==> src/rtl/snitch_mem_arbiter.sv <==
// snitch_mem_arbiter: shares one 64-bit memory port between Snitch fetch
// and data ports; round-robin, one access in flight, 1-entry response buffer.
module snitch_mem_arbiter #(
  parameter int unsigned AddrWidth = 32,
  parameter int unsigned DataWidth = 64,
  parameter int unsigned CntWidth  = 16
) (
  input  logic                 clk_i,
  input  logic                 rst_ni,
  input  logic [AddrWidth-1:0] inst_addr_i,
  input  logic                 inst_valid_i,
  output logic                 inst_ready_o,
  output logic [31:0]          inst_data_o,
  input  logic [AddrWidth-1:0] data_qaddr_i,
  input  logic                 data_qwrite_i,
  input  logic [DataWidth-1:0] data_qdata_i,
  input  logic [7:0]           data_qstrb_i,
  input  logic                 data_qvalid_i,
  output logic                 data_qready_o,
  output logic [DataWidth-1:0] data_pdata_o,
  output logic                 data_perror_o,
  output logic                 data_pvalid_o,
  input  logic                 data_pready_i,
  output logic                 mem_valid_o,
  output logic [AddrWidth-1:0] mem_addr_o,
  output logic                 mem_write_o,
  output logic [DataWidth-1:0] mem_wdata_o,
  output logic [7:0]           mem_wstrb_o,
  input  logic                 mem_ready_i,
  input  logic [DataWidth-1:0] mem_rdata_i,
  output logic [CntWidth-1:0]  conflict_cnt_o
);

  typedef enum logic [1:0] {
    IDLE,
    INST,
    DATA
  } state_e;

  state_e               state_q, state_d;
  logic                 last_data_q, last_data_d;
  logic [AddrWidth-1:0] addr_q, addr_d;
  logic                 write_q, write_d;
  logic [DataWidth-1:0] wdata_q, wdata_d;
  logic [7:0]           strb_q, strb_d;
  logic                 rsp_valid_q, rsp_valid_d;
  logic [DataWidth-1:0] rsp_data_q, rsp_data_d;
  logic [CntWidth-1:0]  cnt_q, cnt_d;

  logic is_idle;
  logic data_elig;
  logic grant_data;
  logic grant_inst;
  logic fill;

  assign is_idle   = (state_q == IDLE);
  // A data request may only go out if its response has somewhere to land.
  assign data_elig = data_qvalid_i & (~rsp_valid_q | data_pready_i);
  assign grant_data = data_elig & (~inst_valid_i | ~last_data_q);
  assign grant_inst = inst_valid_i & ~grant_data;
  assign fill       = (state_q == DATA) & mem_ready_i;

  always_comb begin
    state_d     = state_q;
    last_data_d = last_data_q;
    addr_d      = addr_q;
    write_d     = write_q;
    wdata_d     = wdata_q;
    strb_d      = strb_q;
    cnt_d       = cnt_q;
    unique case (state_q)
      IDLE: begin
        unique case (1'b1)
          grant_data: begin
            state_d     = DATA;
            last_data_d = 1'b1;
            addr_d      = data_qaddr_i;
            write_d     = data_qwrite_i;
            wdata_d     = data_qdata_i;
            strb_d      = data_qstrb_i;
          end
          grant_inst: begin
            state_d     = INST;
            last_data_d = 1'b0;
            addr_d      = inst_addr_i;
            write_d     = 1'b0;
            wdata_d     = '0;
            strb_d      = '0;
          end
          default: ;
        endcase
        if (inst_valid_i && data_qvalid_i && cnt_q != '1) begin
          cnt_d = cnt_q + CntWidth'(1);
        end
      end
      INST: if (mem_ready_i) state_d = IDLE;
      DATA: if (mem_ready_i) state_d = IDLE;
      default: state_d = IDLE;
    endcase
  end

  // A fill in the same cycle as a consume keeps the buffer occupied.
  always_comb begin
    rsp_valid_d = fill | (rsp_valid_q & ~data_pready_i);
    rsp_data_d  = fill ? mem_rdata_i : rsp_data_q;
  end

  always_ff @(posedge clk_i or negedge rst_ni) begin
    if (!rst_ni) begin
      state_q     <= IDLE;
      last_data_q <= 1'b0;
      addr_q      <= '0;
      write_q     <= 1'b0;
      wdata_q     <= '0;
      strb_q      <= '0;
      rsp_valid_q <= 1'b0;
      rsp_data_q  <= '0;
      cnt_q       <= '0;
    end else begin
      state_q     <= state_d;
      last_data_q <= last_data_d;
      addr_q      <= addr_d;
      write_q     <= write_d;
      wdata_q     <= wdata_d;
      strb_q      <= strb_d;
      rsp_valid_q <= rsp_valid_d;
      rsp_data_q  <= rsp_data_d;
      cnt_q       <= cnt_d;
    end
  end

  assign mem_valid_o    = ~is_idle;
  assign mem_addr_o     = addr_q;
  assign mem_write_o    = write_q;
  assign mem_wdata_o    = wdata_q;
  assign mem_wstrb_o    = strb_q;
  assign data_qready_o  = rst_ni & is_idle & grant_data;
  assign data_pvalid_o  = rsp_valid_q;
  assign data_pdata_o   = rsp_data_q;
  assign data_perror_o  = 1'b0;
  assign conflict_cnt_o = cnt_q;
  assign inst_ready_o   = (state_q == INST) & mem_ready_i & inst_valid_i;
  assign inst_data_o    = (state_q != INST) ? 32'h0 :
                          addr_q[2] ? mem_rdata_i[63:32] :
                          mem_rdata_i[31:0];

endmodule

==> config.mk <==
export PLATFORM = sky130hd
export DESIGN_NAME = snitch_mem_arbiter
export DESIGN_NICKNAME = d
export VERILOG_FILES = /design/src/rtl/snitch_mem_arbiter.sv
export SDC_FILE = /design/constraint.sdc
export NUM_CORES = 1
export LEC_CHECK = 0
export ABC_AREA = 0
export BUFFER_PORTS_ARGS = -buffer_cell sky130_fd_sc_hd__buf_4
export CORE_AREA = 3 3 167 169
export DETAILED_ROUTE_END_ITERATION = 10
export DIE_AREA = 0 0 170 172
export MAX_ROUTING_LAYER = met4
export PLACE_DENSITY = 0.57
export SYNTH_ARGS = -nofsm -noshare
export SYNTH_HDL_FRONTEND = slang
export SYNTH_SLANG_ARGS = --single-unit
==> constraint.sdc <==
create_clock -name clk_i -period 1.64 [get_ports clk_i]
set_input_delay 0.082 -clock clk_i [delete_from_list [all_inputs] [get_ports clk_i]]
set_output_delay 0.082 -clock clk_i [all_outputs]
set_load 0.05 [all_outputs]
==> impl_metrics.ini, run 1 <==
[logic_synthesis]
synth-compound-area-share = 0.129
ys_top_cells_by_count = dfrtp_1 (189), a22o_1 (73), mux2_2 (65)
synth_fp_nets = 824
synth_area_um2 = 8030
synth_most_common_cell = dfrtp_1
synthArstFlopShare = 1.00
ys_seq_area_frac = 0.589
synth_top_area_cell = dfrtp_1
ys_top_cells_by_area = dfrtp_1 (59%), mux2_2 (9.1%), mux2i_1 (8.0%)
synth_edf_count = 0
syn_area_per_cell_um2 = 13.1
synth.distinct_cells = 37
yosys.area_share.simple = 0.0581
ys_ff_latch = 189
yosysTopAreaCellShare = 0.589
yosys_warnings = 0
syn_inst = 613
muxShareOfSynthArea = 0.172
synth_xor_area_frac = 0.0153
ys.flop_type = dfrtp_1
synth_fa_ha_area_frac = 0.00623
synth_top_family_by_area = multiplexers

[critical_path]
critical_path_arrival_ps = 1670
path_class = reg2out
path_max_fanout = 9
crit_top_cell = buf_8
crit_path_end_kind = primary output
start_kind = flip-flop
required_ps = 1560
worstPathCellList = inv_2 > buf_6 > ha_4 > buf_8 > nor2b_4 > buf_8
slowest_stage = dfrtp_1
slowest_delay_ps = 390

[global_route]
grt_max_degree = 61
grt_use_met2 = 0.344
grt_use_met1 = 0.242
grtUsageMet3 = 0.0320
grt_pass1_vias = 7891
antenna_found_initial = 1
grt_most_used_layer = met2
grt_pass1_wl_mm = 44.7
grtUsageTotal = 0.202
grt_overflow_total = 0

[pwr]
power.total_mw = 32.3
combPwrFrac = 0.619
vdd_drop_max_v = 0.00129
p_per_area_nw_per_um2 = 2140
p_leak_nw = 7.32
pwr-share-clk = 0.127
swShare = 0.504
power_frac_seq = 0.254
p_int_mw = 16.0
p_sw_mw = 16.3

[die]
io_pins = 429
initial_core_util = 0.300
num_rows = 60
dieWidth_um = 170
core-area_um2 = 26700
fp.dieH_um = 172
die_area_um2 = 29200

[clock_tree]
clk_pin_slew_worst_paths_ps = 70
cts_buffers = 17
clk_latency_ps = 430
cts.sinks = 189
cts_buffer_depth = 2
h-tree-depth = 4
cts_tree = built
cts_root_buf = clkbuf_16

[placement]
place_inst = 1368
place_congestion = 0.822
port_buffers = 427
placed_area_um2 = 12200
dp_hpwl_mm = 20.4

[timing]
finalWorstSetupSlack_ps = -108
setup_viol = 34
period_share = 1.07
maxSlewViolCount = 0
timing.fmax_ghz = 0.572
period_needed_ps = 1750
fin_skew_ps = 16.0
grt_setup_unrepaired = yes
hold_viol_final = 0

[status]
status = finished with violations
violations = setup timing

[finish]
areaGrowthSynthToFinish_pct = 88.5
stdcell_count = 1617
finish.instance_area_um2 = 15100
final_nets = 1473
drive_gt1_frac = 0.496

[detailed_routing]
drt_iter0_markers = 347
vias = 7585
wirelength_mm = 30.4
drtPass1Iterations = 4
routedWlPerCell_um = 18.8
vias_per_cell = 4.69
postRouteAntennaNets = 0
drc = 0

[job]
drv_cap = 0

[worst_hold_path]
hp-class = in2reg
==> through the flow <==
stage	hold slack, ps	setup TNS (ps)	setup slack (ps)	utilization
2_1_floorplan	-214	-10.1	-10.1	-
5_1_grt	54.8	-6480	-201	0.566
3_3_place_gp	48.7	0	37.4	0.455
4_1_cts	32.4	-5310	-182	0.563
3_5_place_dp	44.0	0	6.59	0.455
6_report	54.5	-2720	-108	0.566
==> cell families after synthesis <==
family,Yosys count
AO/OA/AOI/OAI,148
XOR/XNOR,14
flip-flops,189
multiplexers,130
other,1
adder cells (fa/ha/maj),4
buffers and inverters,51
AND/OR/NAND/NOR,76
==> placed cells by master, fill, tap and decap left out, drive strengths merged <==
| cell | instances |
|---|---|
| conb | 1 |
| nand2b | 1 |
| nor2 | 3 |
| clkbuf | 22 |
| dfrtp | 189 |
| o21ai | 67 |
| nor4b | 1 |
| and4 | 4 |
| mux2i | 64 |
| dlygate4sd3 | 203 |
| o22a | 1 |
| inv | 13 |
| a2bb2oi | 1 |
| nor4 | 1 |
| clkinv | 3 |
| or2 | 1 |
| diode | 1 |
| buf | 469 |
| xor2 | 5 |
| nor3 | 3 |
| a31o | 1 |
| nand3 | 8 |
| nor2b | 33 |
| xnor2 | 9 |
| ha | 4 |
| clkinvlp | 3 |
| nand4 | 6 |
| mux2 | 66 |
| nand2 | 9 |
| o22ai | 1 |
| a22o | 73 |
| and2 | 2 |
| o2111ai | 2 |
| and3 | 4 |
| a21oi | 2 |
==> metal layers <==
| layer | up-vias | part of all wire |
|---|---|---|
| met5 | - | 0 |
| met4 | 0 | 0.034 |
| met3 | 73 | 0.043 |
| met2 | 280 | 0.52 |
| met1 | 3698 | 0.41 |
| li1 | 3534 | - |
==> power groups by stage <==
stage               logic (mW)  clock network [mW]  registers [mW]
finish                    20.0                4.11            8.21
global placement          18.9                   0            8.23
CTS                       19.9                4.24            8.18
global route              20.8                4.45            8.49
detailed placement        19.0                   0            8.21
floorplan                 4.94                   0            15.8
==> worst paths after layout <==
path	cells after the start	slack, ps	to	startpoint
worst min-delay path	3	50	mem_addr_o[0]	data_qaddr_i[0]
worst max-delay path	6	-110	inst_data_o[30]	state_q[1]
worst max register to register	7	40	conflict_cnt_o[10]	state_q[0]
max in group asynchronous	3	810	data_pvalid_o	rst_ni
min in group asynchronous	2	140	mem_wdata_o[16]	rst_ni
worst min register to register	1	500	conflict_cnt_o[7]	conflict_cnt_o[7]
==> final cells by class <==
cell class / instances / area (µm²)
Antenna cell: 1 / 2.50
Timing Repair Buffer: 674 / 5940
Inverter: 7 / 30.0
Fill cell: 2203 / 11600
Tap cell: 341 / 427
Multi-Input combinational cell: 373 / 3400
Clock buffer: 20 / 457
Clock inverter: 12 / 123
Sequential cell: 189 / 4740
==> state kept, by name, summed over array words and instances, names as in the netlist <==
name            flops
mem_wdata_o        64
mem_wstrb_o         8
last_data_q         1
mem_write_o         1
state_q             2
conflict_cnt_o     16
mem_addr_o         32
data_pdata_o       64
data_pvalid_o       1
==> critical path: cells and delay by family (launching register included) <==
kind | cells | cell delay (ps)
fa+ha+maj | 1 | 170
buf+inv | 4 | 510
flops | 1 | 390
simple gates | 1 | 180
==> timing repair <==
item                                   CTS  global route
setup endpoints to repair               35            89
buffers inserted                         7             6
pin swaps                                1             4
gates cloned                             2             1
hold buffers                           203             0
endpoints found under the hold margin  322             0
gates resized for setup                 46            30
(Power assumes the default switching activity.)
==> run 2: changes to the inputs <==
--- a/config.mk
+++ b/config.mk
@@ -6,7 +6,7 @@
 export NUM_CORES = 1
 export LEC_CHECK = 0
 export ABC_AREA = 0
-export BUFFER_PORTS_ARGS = -buffer_cell sky130_fd_sc_hd__buf_4
+export BUFFER_PORTS_ARGS = -buffer_cell sky130_fd_sc_hd__buf_2
 export CORE_AREA = 3 3 167 169
 export DETAILED_ROUTE_END_ITERATION = 10
 export DIE_AREA = 0 0 170 172
==> run 2 against run 1 <==
Compared with the run above: the run still ends with setup timing left; cell count increased by 1.3%; power up 0.21%; global-route usage up 0.41 points; via count up 3.3%; worst hold slack got worse by 17 ps; maximum frequency shrank 3.0%; design area fell by 2.4%; critical endpoint is now inst_data_o[27]; largest cell class unchanged; largest power group unchanged.
==> impl_metrics.ini, run 2 (synthesis gave the netlist of run 1 again) <==
[timing]
setup_tns_ps = -11910
finalWorstSetupSlack_ps = -163
maxSlewViolCount = 0
period_needed_ps = 1800
period_share = 1.10
timing.fmax_ghz = 0.555
hold_slack_ps = 37.9
setup_viol = 147
grt_setup_unrepaired = yes
hold_viol_final = 0
fin_skew_ps = 17.3

[clock_tree]
h-tree-depth = 4
clk_pin_slew_worst_paths_ps = 70
clk_latency_ps = 430
cts_root_buf = clkbuf_16
cts_buffers = 17
cts_buffer_depth = 2
cts.sinks = 189
cts_tree = built

[worst_hold_path]
hold_depth = 3
holdCritStartpoint = inst_addr_i[25]
hp-class = in2reg
holdPathEnd = mem_addr_o[25]

[detailed_routing]
drtPass1Iterations = 4
wirelength_mm = 31.8
vias_per_cell = 4.78
drt_iter0_markers = 384
postRouteAntennaNets = 0
vias = 7836
drc = 0
routedWlPerCell_um = 19.4

[critical_path]
critical_path_arrival_ps = 1720
worstPathCellList = inv_2 > buf_6 > ha_4 > buf_6 > clkbuf_16 > nor2b_4 > buf_6
crit_path_end_kind = primary output
path_class = reg2out
slowest_stage = dfrtp_1
rrSetupSlack_ps = -110
path_max_fanout = 8
reg2reg_from = state_q[1]
r2r-end = mem_addr_o[25]
start_kind = flip-flop
slowest_delay_ps = 390
r2r_cells = 10
crit_top_cell = buf_6
required_ps = 1560

[global_route]
grt_pass1_wl_mm = 46.1
grt_overflow_total = 0
antenna_found_initial = 0
grt_pass1_vias = 8210
grt_max_degree = 67
grtUsageTotal = 0.206

[die]
fp.dieH_um = 172
io_pins = 429
die_area_um2 = 29200
core-area_um2 = 26700
initial_core_util = 0.300
dieWidth_um = 170
num_rows = 60

[placement]
placed_area_um2 = 11200
place_ws_ps = -8.89
place_inst = 1371
place_congestion = 0.834
port_buffers = 427
dp_hpwl_mm = 19.4

[pwr]
p_per_area_nw_per_um2 = 2200
vdd_drop_max_v = 0.00143
p_leak_nw = 7.30

[finish]
stdcell_count = 1638
diodes = 0
areaGrowthSynthToFinish_pct = 83.9
drive_gt1_frac = 0.529
layout_common_cells = buf_2 (391), dlygate4sd3_1 (201), dfrtp_1 (177), a22o_1 (73), mux2_2 (64)
layout_commonest_cell = buf_2
finish.instance_area_um2 = 14800
final_nets = 1495

[job]
drv_cap = 0

[status]
violations = setup timing
status = finished with violations
[run 2: cell types whose count changed in the layout (fill, tap and decap cells not counted), moves of 4 or more]
cell	before	now
buf_6	31	40
buf_12	14	22
buf_2	0	391
o21ai_1	12	36
o21ai_2	0	23
o21ai_0	54	7
buf_8	8	12
buf_4	416	20
clkbuf_16	18	22
[run 2: final cells by class]
cell class | instances | area (µm²)
clock buffer | 19 | 453
inverter | 7 | 30.0
sequential | 189 | 4740
timing repair buffer | 694 | 5380
tap | 341 | 427
clock inverter | 13 | 145
multi-input combinational | 375 | 3580
fill | 2213 | 12000
[run 2: critical path: cells and delay by family, from the launching register on]
family,cells,cell delay (ps)
AND/OR/NAND/NOR,1,140
adder cells (fa/ha/maj),1,150
flip-flops,1,390
buffers and inverters,5,620
[run 2: metrics by stage]
stage | util | power (mW)
2_1_floorplan | - | 20.7
3_3_place_gp | 0.418 | 25.3
3_5_place_dp | 0.418 | 25.5
4_1_cts | 0.533 | 31.2
5_1_grt | 0.552 | 33.8
6_report | 0.552 | 32.4
[run 2: how the worst max path moves through the flow]
stage,from,endpoint,depth (start not counted)
floorplan,conflict_cnt_o[0],conflict_cnt_o[3],5
global placement,state_q[0],conflict_cnt_o[10],6
detailed placement,state_q[0],conflict_cnt_o[14],6
CTS,state_q[1],inst_data_o[22],7
global route,state_q[1],inst_data_o[7],7
finish,state_q[1],inst_data_o[27],7
[run 2: repair_timing]
| item | CTS | global route |
|---|---|---|
| hold endpoints to repair | 302 | 1 |
| setup endpoints to repair | 36 | 137 |
| hold buffers | 200 | 1 |
| pin swaps | 1 | 11 |
| gates resized for setup | 98 | 112 |
| setup buffers | 8 | 12 |
| gates cloned | 4 | 13 |
[run 2: power by group]
part           switching [mW]  total (mW)  internal, mW
registers                1.28        8.16          6.89
clock network            2.06        4.19          2.14
logic                    13.5        20.1          6.58
total                    16.8        32.4          15.6
[run 2: per-layer routing]
layer  share of wire  vias to the layer above  track usage
met5               0                        -            -
met3           0.051                       69       0.0357
li1                -                     3602            -
met4           0.034                        0       0.0857
met2            0.51                      324        0.341
met1            0.41                     3841        0.252
